**config.mk**
```make
export PLATFORM = sky130hd
export DESIGN_NAME = pulse_stretch_oneshot
export DESIGN_NICKNAME = d
export VERILOG_FILES = /design/src/rtl/stretch_pkg.sv /design/src/rtl/stretch_down_counter.sv /design/src/rtl/pulse_stretch_oneshot.sv
export SDC_FILE = /design/constraint.sdc
export NUM_CORES = 1
export LEC_CHECK = 0
export ABC_AREA = 1
export CORE_MARGIN = 8
export CORE_UTILIZATION = 43
export CTS_CLUSTER_DIAMETER = 200
export DETAILED_ROUTE_END_ITERATION = 16
export MAX_ROUTING_LAYER = met4
export PLACE_DENSITY = 0.7
export SYNTH_ARGS = -nofsm -noshare
export SYNTH_HDL_FRONTEND = slang
export SYNTH_SLANG_ARGS = --single-unit
export TNS_END_PERCENT = 50
```
**constraint.sdc**
```tcl
create_clock -name clk -period 1.58 [get_ports clk]
set_input_delay 0.316 -clock clk [delete_from_list [all_inputs] [get_ports clk]]
set_output_delay 0.316 -clock clk [all_outputs]
set_load 0.02 [all_outputs]
```
**src/rtl/stretch_pkg.sv**
```systemverilog
// Shared types and sizing helper for the pulse stretcher.
package stretch_pkg;

  typedef enum logic [1:0] {
    IDLE = 2'd0,
    HIGH = 2'd1,
    GAP  = 2'd2
  } stretch_state_t;

  // Counter must hold PULSE_LEN-1 and GAP_LEN-1; never narrower than one bit.
  function automatic int cnt_width(input int a, input int b);
    int m;
    m = (a > b) ? a : b;
    if (m < 2) m = 2;
    return $clog2(m);
  endfunction

endpackage

```
**src/rtl/stretch_down_counter.sv**
```systemverilog
// Loadable down-counter that stops at zero; one instance times both HIGH and GAP phases.
module stretch_down_counter #(
  parameter int W = 2
) (
  input  logic         clk,
  input  logic         reset,
  input  logic         load,
  input  logic [W-1:0] load_val,
  input  logic         en,
  output logic         zero
);

  logic [W-1:0] cnt_q;
  logic [W-1:0] cnt_d;

  always_comb begin
    cnt_d = cnt_q;
    if (load) begin
      cnt_d = load_val;
    end else if (en && (cnt_q != '0)) begin
      cnt_d = cnt_q - W'(1);
    end
  end

  always_ff @(posedge clk) begin
    if (reset) begin
      cnt_q <= '0;
    end else begin
      cnt_q <= cnt_d;
    end
  end

  assign zero = (cnt_q == '0);

endmodule

```
**src/rtl/pulse_stretch_oneshot.sv**
```systemverilog
// Tick-to-level one-shot: PULSE_LEN cycles high, then GAP_LEN cycles forced low.
// Define STRETCH_RETRIGGER_EN to let a tick during HIGH restart the pulse instead of dropping.
module pulse_stretch_oneshot
  import stretch_pkg::*;
#(
  parameter int PULSE_LEN = 4,
  parameter int GAP_LEN   = 2,
  parameter int DCNT_W    = 8
) (
  input  logic              clk,
  input  logic              reset,
  input  logic              tick,
  output logic              level,
  output logic              busy,
  output logic              drop,
  output logic [DCNT_W-1:0] drop_cnt
);

  localparam int CW = cnt_width(PULSE_LEN, GAP_LEN);
  localparam logic [CW-1:0] PULSE_LOAD = CW'(PULSE_LEN - 1);
  localparam logic [CW-1:0] GAP_LOAD = CW'((GAP_LEN > 0) ? (GAP_LEN - 1) : 0);
  localparam logic [DCNT_W-1:0] DCNT_MAX = '1;

  stretch_state_t    state_q;
  stretch_state_t    state_d;
  logic              cnt_load;
  logic [CW-1:0]     cnt_load_val;
  logic              cnt_en;
  logic              cnt_zero;
  logic              ignored;
  logic              level_q;
  logic              busy_q;
  logic              drop_q;
  logic [DCNT_W-1:0] drop_cnt_q;

  stretch_down_counter #(.W(CW)) u_cnt (
    .clk      (clk),
    .reset    (reset),
    .load     (cnt_load),
    .load_val (cnt_load_val),
    .en       (cnt_en),
    .zero     (cnt_zero)
  );

  always_comb begin
    state_d      = state_q;
    cnt_load     = 1'b0;
    cnt_load_val = '0;
    cnt_en       = 1'b0;
    ignored      = 1'b0;
    case (state_q)
      IDLE: begin
        if (tick) begin
          state_d      = HIGH;
          cnt_load     = 1'b1;
          cnt_load_val = PULSE_LOAD;
        end
      end
      HIGH: begin
        if (!cnt_zero) begin
          cnt_en = 1'b1;
        end else if (GAP_LEN > 0) begin
          state_d      = GAP;
          cnt_load     = 1'b1;
          cnt_load_val = GAP_LOAD;
        end else begin
          state_d = IDLE;
        end
`ifdef STRETCH_RETRIGGER_EN
        // A fresh tick overrides the end-of-pulse decision, even on the last HIGH cycle.
        if (tick) begin
          state_d      = HIGH;
          cnt_load     = 1'b1;
          cnt_load_val = PULSE_LOAD;
          cnt_en       = 1'b0;
        end
`else
        ignored = tick;
`endif
      end
      GAP: begin
        ignored = tick;
        if (!cnt_zero) begin
          cnt_en = 1'b1;
        end else begin
          state_d = IDLE;
        end
      end
      default: begin
        state_d = IDLE;
      end
    endcase
  end

  // Outputs are registered from the next state so they line up with state_q.
  always_ff @(posedge clk) begin
    if (reset) begin
      state_q    <= IDLE;
      level_q    <= 1'b0;
      busy_q     <= 1'b0;
      drop_q     <= 1'b0;
      drop_cnt_q <= '0;
    end else begin
      state_q <= state_d;
      level_q <= (state_d == HIGH);
      busy_q  <= (state_d != IDLE);
      drop_q  <= ignored;
      if (ignored && (drop_cnt_q != DCNT_MAX)) begin
        drop_cnt_q <= drop_cnt_q + DCNT_W'(1);
      end
    end
  end

  assign level    = level_q;
  assign busy     = busy_q;
  assign drop     = drop_q;
  assign drop_cnt = drop_cnt_q;

endmodule

```
==> run summary <==
• DIE HEIGHT: 59.7 µm
• Synth Net Count: 124
• startpoint of the worst hold path: drop_cnt[1]$_SDFFE_PP0P_
• Max Clock Freq: 0.670 GHz
• final core utilization: 53.9%
• Seq/Total Area, Yosys: 36.5%
• Die Span X: 59.7 µm
• non-filler cells in the finished layout: 160
• via count of the first global-routing pass: 742
• Area after DPL: 993 µm²
• Net count, final: 143
• leading post-synthesis cells by cell area: dfxtp_1 37%, nand2_1 11%, ha_1 9.1%, inv_1 8.7%, nor2_1 5.9%
• area share of the largest cell type after synthesis: 36.5%
• detailed-route via count: 730
• post-placement cell count: 156
• pre-CTS setup slack: 40.5 ps
• number of standard-cell rows in the floorplan: 16
• Clk Tree Root Cell: clkbuf_4
• synthesized netlist cell count: 115
• RD Place Congestion: 0.800
• Worst R2R Start: state_q[0]$_SDFF_PP0_
• DRC errors left: 0
• endpoint of the worst hold-timing path: drop_cnt[1]$_SDFFE_PP0P_
• Detail Route met3 WL: 61 µm
• Wirelength per Cell: 9.83 µm
• crit path DAT: 1180 ps
• terminus of the critical flop-to-flop path: drop_cnt[7]$_SDFFE_PP0P_
• Worst Hold Slack: 512 ps
• Critical Path Sink Type: output port
• Post-Syn Area: 822 µm²
• Crit path required time: 1260 ps
• I/O pin count: 14
• ANT cells: 0
• Avg Cell Area, Syn: 7.15 µm²
• wire length of the first global-routing pass: 2880 µm
• crit-path cells: clkdlybuf4s50_1
• Setup crit start kind: flop
• result of the run: complete, no violations
• path type of the worst min-delay path: flop to flop
• yosys synthesis warning count: 0
• Crit Path Class: flop to output port
• number of flip-flops and latches in the synthesized netlist: 15
• largest buffer count on any clock path: 2
• global-route usage over all layers: 10.6%
• maximum number of pins on one net before global-route repair: 9
• reported max-cap violation count: 0
• Initial DRT Pass Iterations: 4
• fraction of the cycle the final worst path needs: 94.5%
• number of enable flip-flop cells after synthesis: 0
• signed area change from the synthesized netlist to the final layout: 23.4%
• post-synth top area cell: dfxtp_1
• register-to-register path setup slack: 170 ps
• TritonCTS buffer count: 3
• area of the die: 3570 µm²
• highest metal layer with signal wires: met4
• worst slew margin relative to its limit: 84.2%
• final standard cell area without fillers: 1010 µm²
• Core Footprint: 1880 µm²
• Power, Total: 1.06 mW
• clock tree from TritonCTS: built
• count of unique library cells instantiated by Yosys: 18
• post-CTS clock slew at the launch and capture registers of the worst setup and hold paths: 90 ps
• length in cells of the worst reg-to-reg path: 8
• number of buffers added on ports: 13
• post-route minimum period: 1490 ps
• largest clock skew in the final design: 8.79 ps
• number of antenna violations at the first check in global routing: 0
• wirelength, routed: 1570 µm
• unrepaired setup endpoints after global routing: no
• proportion of synthesized flip-flops having asynchronous set or reset: 0%
• top cells by count, synth: 23 x nand2_1, 19 x inv_1, 15 x dfxtp_1
• met2 wire len: 793 µm
• min setup slack post-route: 87.1 ps
• Worst VDD drop: 622 µV
• count of endpoints failing hold in the final timing report: 0
• most frequent cell after synthesis: nand2_1
• standby leakage power: 0.492 nW
• Via density: 4.56
• sinks on the clock net: 15
• maximum net fanout on the critical path: 1
• number of antenna-violating nets in the routed design: 0
• Crit path largest cell delay: 600 ps
• Worst Path Buf+Inv: 1
• Pwr per Cell Area: 1040 nW/µm²
• setup_tns: 0 ps
• HPWL reported at the end of detailed placement: 1260 µm
• Clock H-tree levels: 1
• Initial Utilization: 43.7%
• ys flop type: dfxtp_1
• initial detailed-routing violation count: 20
• total of endpoints with negative setup slack in the final report: 0
• actual transition at the worst max-transition pin: 236 ps
• Crit path max-delay family: buffers and inverters
• worst hold path stage count: 2
• Slew Viols, Final: 0
• Clock Latency Late Sink: 270 ps
• worst-path cell with the longest stage delay: clkdlybuf4s50_1
• total routed wire length on the met1 layer: 706 µm
• fraction of layout instances using a drive strength above 1: 11.3%
• critical path launch point: level$_SDFF_PP0_
• Remaining Overflow, GRT: 0
cell usage in the layout, fill, tap and decap left out, drive strengths merged:
cell type / Yosys / routed
nand2: 29 / 29
nor3b: 1 / 1
nor2: 15 / 15
dfxtp: 15 / 15
a21oi: 9 / 9
inv: 20 / 20
o21ai: 5 / 5
clkbuf: 0 / 4
o211ai: 1 / 1
xor2: 1 / 1
ha: 6 / 6
buf: 0 / 1
nor3: 3 / 3
nand3b: 1 / 1
nand3: 9 / 9
dlygate4sd2: 0 / 8
clkdlybuf4s50: 0 / 5
where the power goes:
group	leakage [nW]	switching [mW]	internal (mW)
clock	0.0150	0.114	0.0976
sequential	0.122	0.0307	0.438
combinational	0.354	0.225	0.155
total	0.492	0.369	0.690
sequential cells by signal, indices dropped and copies added, names as in the netlist:
signal       count
drop             1
state_q          2
drop_cnt         8
u_cnt.cnt_q      2
busy             1
level            1
cell type report:
type | count | area [µm²]
inverters | 20 | 75.1
multi-input cells | 80 | 452
flip-flops and latches | 15 | 300
clock buffers | 4 | 26.3
repair buffers | 14 | 128
fillers | 201 | 867
well taps | 27 | 33.8
worst max path at each step:
stage / endpoint / slack, ps / depth (start not counted)
finish: level / 90 / 1
global route: drop_cnt[7]$_SDFFE_PP0P_ / 20 / 8
CTS: level / 70 / 1
detailed placement: drop_cnt[5]$_SDFFE_PP0P_ / 40 / 6
global placement: drop_cnt[5]$_SDFFE_PP0P_ / 80 / 6
floorplan: drop_cnt[5]$_SDFFE_PP0P_ / 240 / 7
metal layers:
metal	GRT usage, %	vias to the layer above
li1	-	396
met1	11.2	325
met2	18.3	7
met3	2.58	2
met4	4.08	0
met5	-	-
cell families after synthesis:
family          after synthesis  synth area share, %
simple gates                 58                 34.7
buf+inv                      20                 9.13
xor+xnor                      1                 1.07
flops                        15                 36.5
fa+ha+maj                     6                 9.13
compound gates               15                 9.44
tightest hold or removal path, stage by stage, from the launching register on:
cell and delay (ps):
dfxtp_1 350, nand2_1 70, a21oi_1 50
what timing repair did:
action	CTS	global route
setup endpoints to repair	8	1
setup buffers	0	0
gates resized for setup	8	1
hold buffers	0	0
hold endpoints to repair	0	0
No activity file was read; power rests on OpenSTA's default activity.
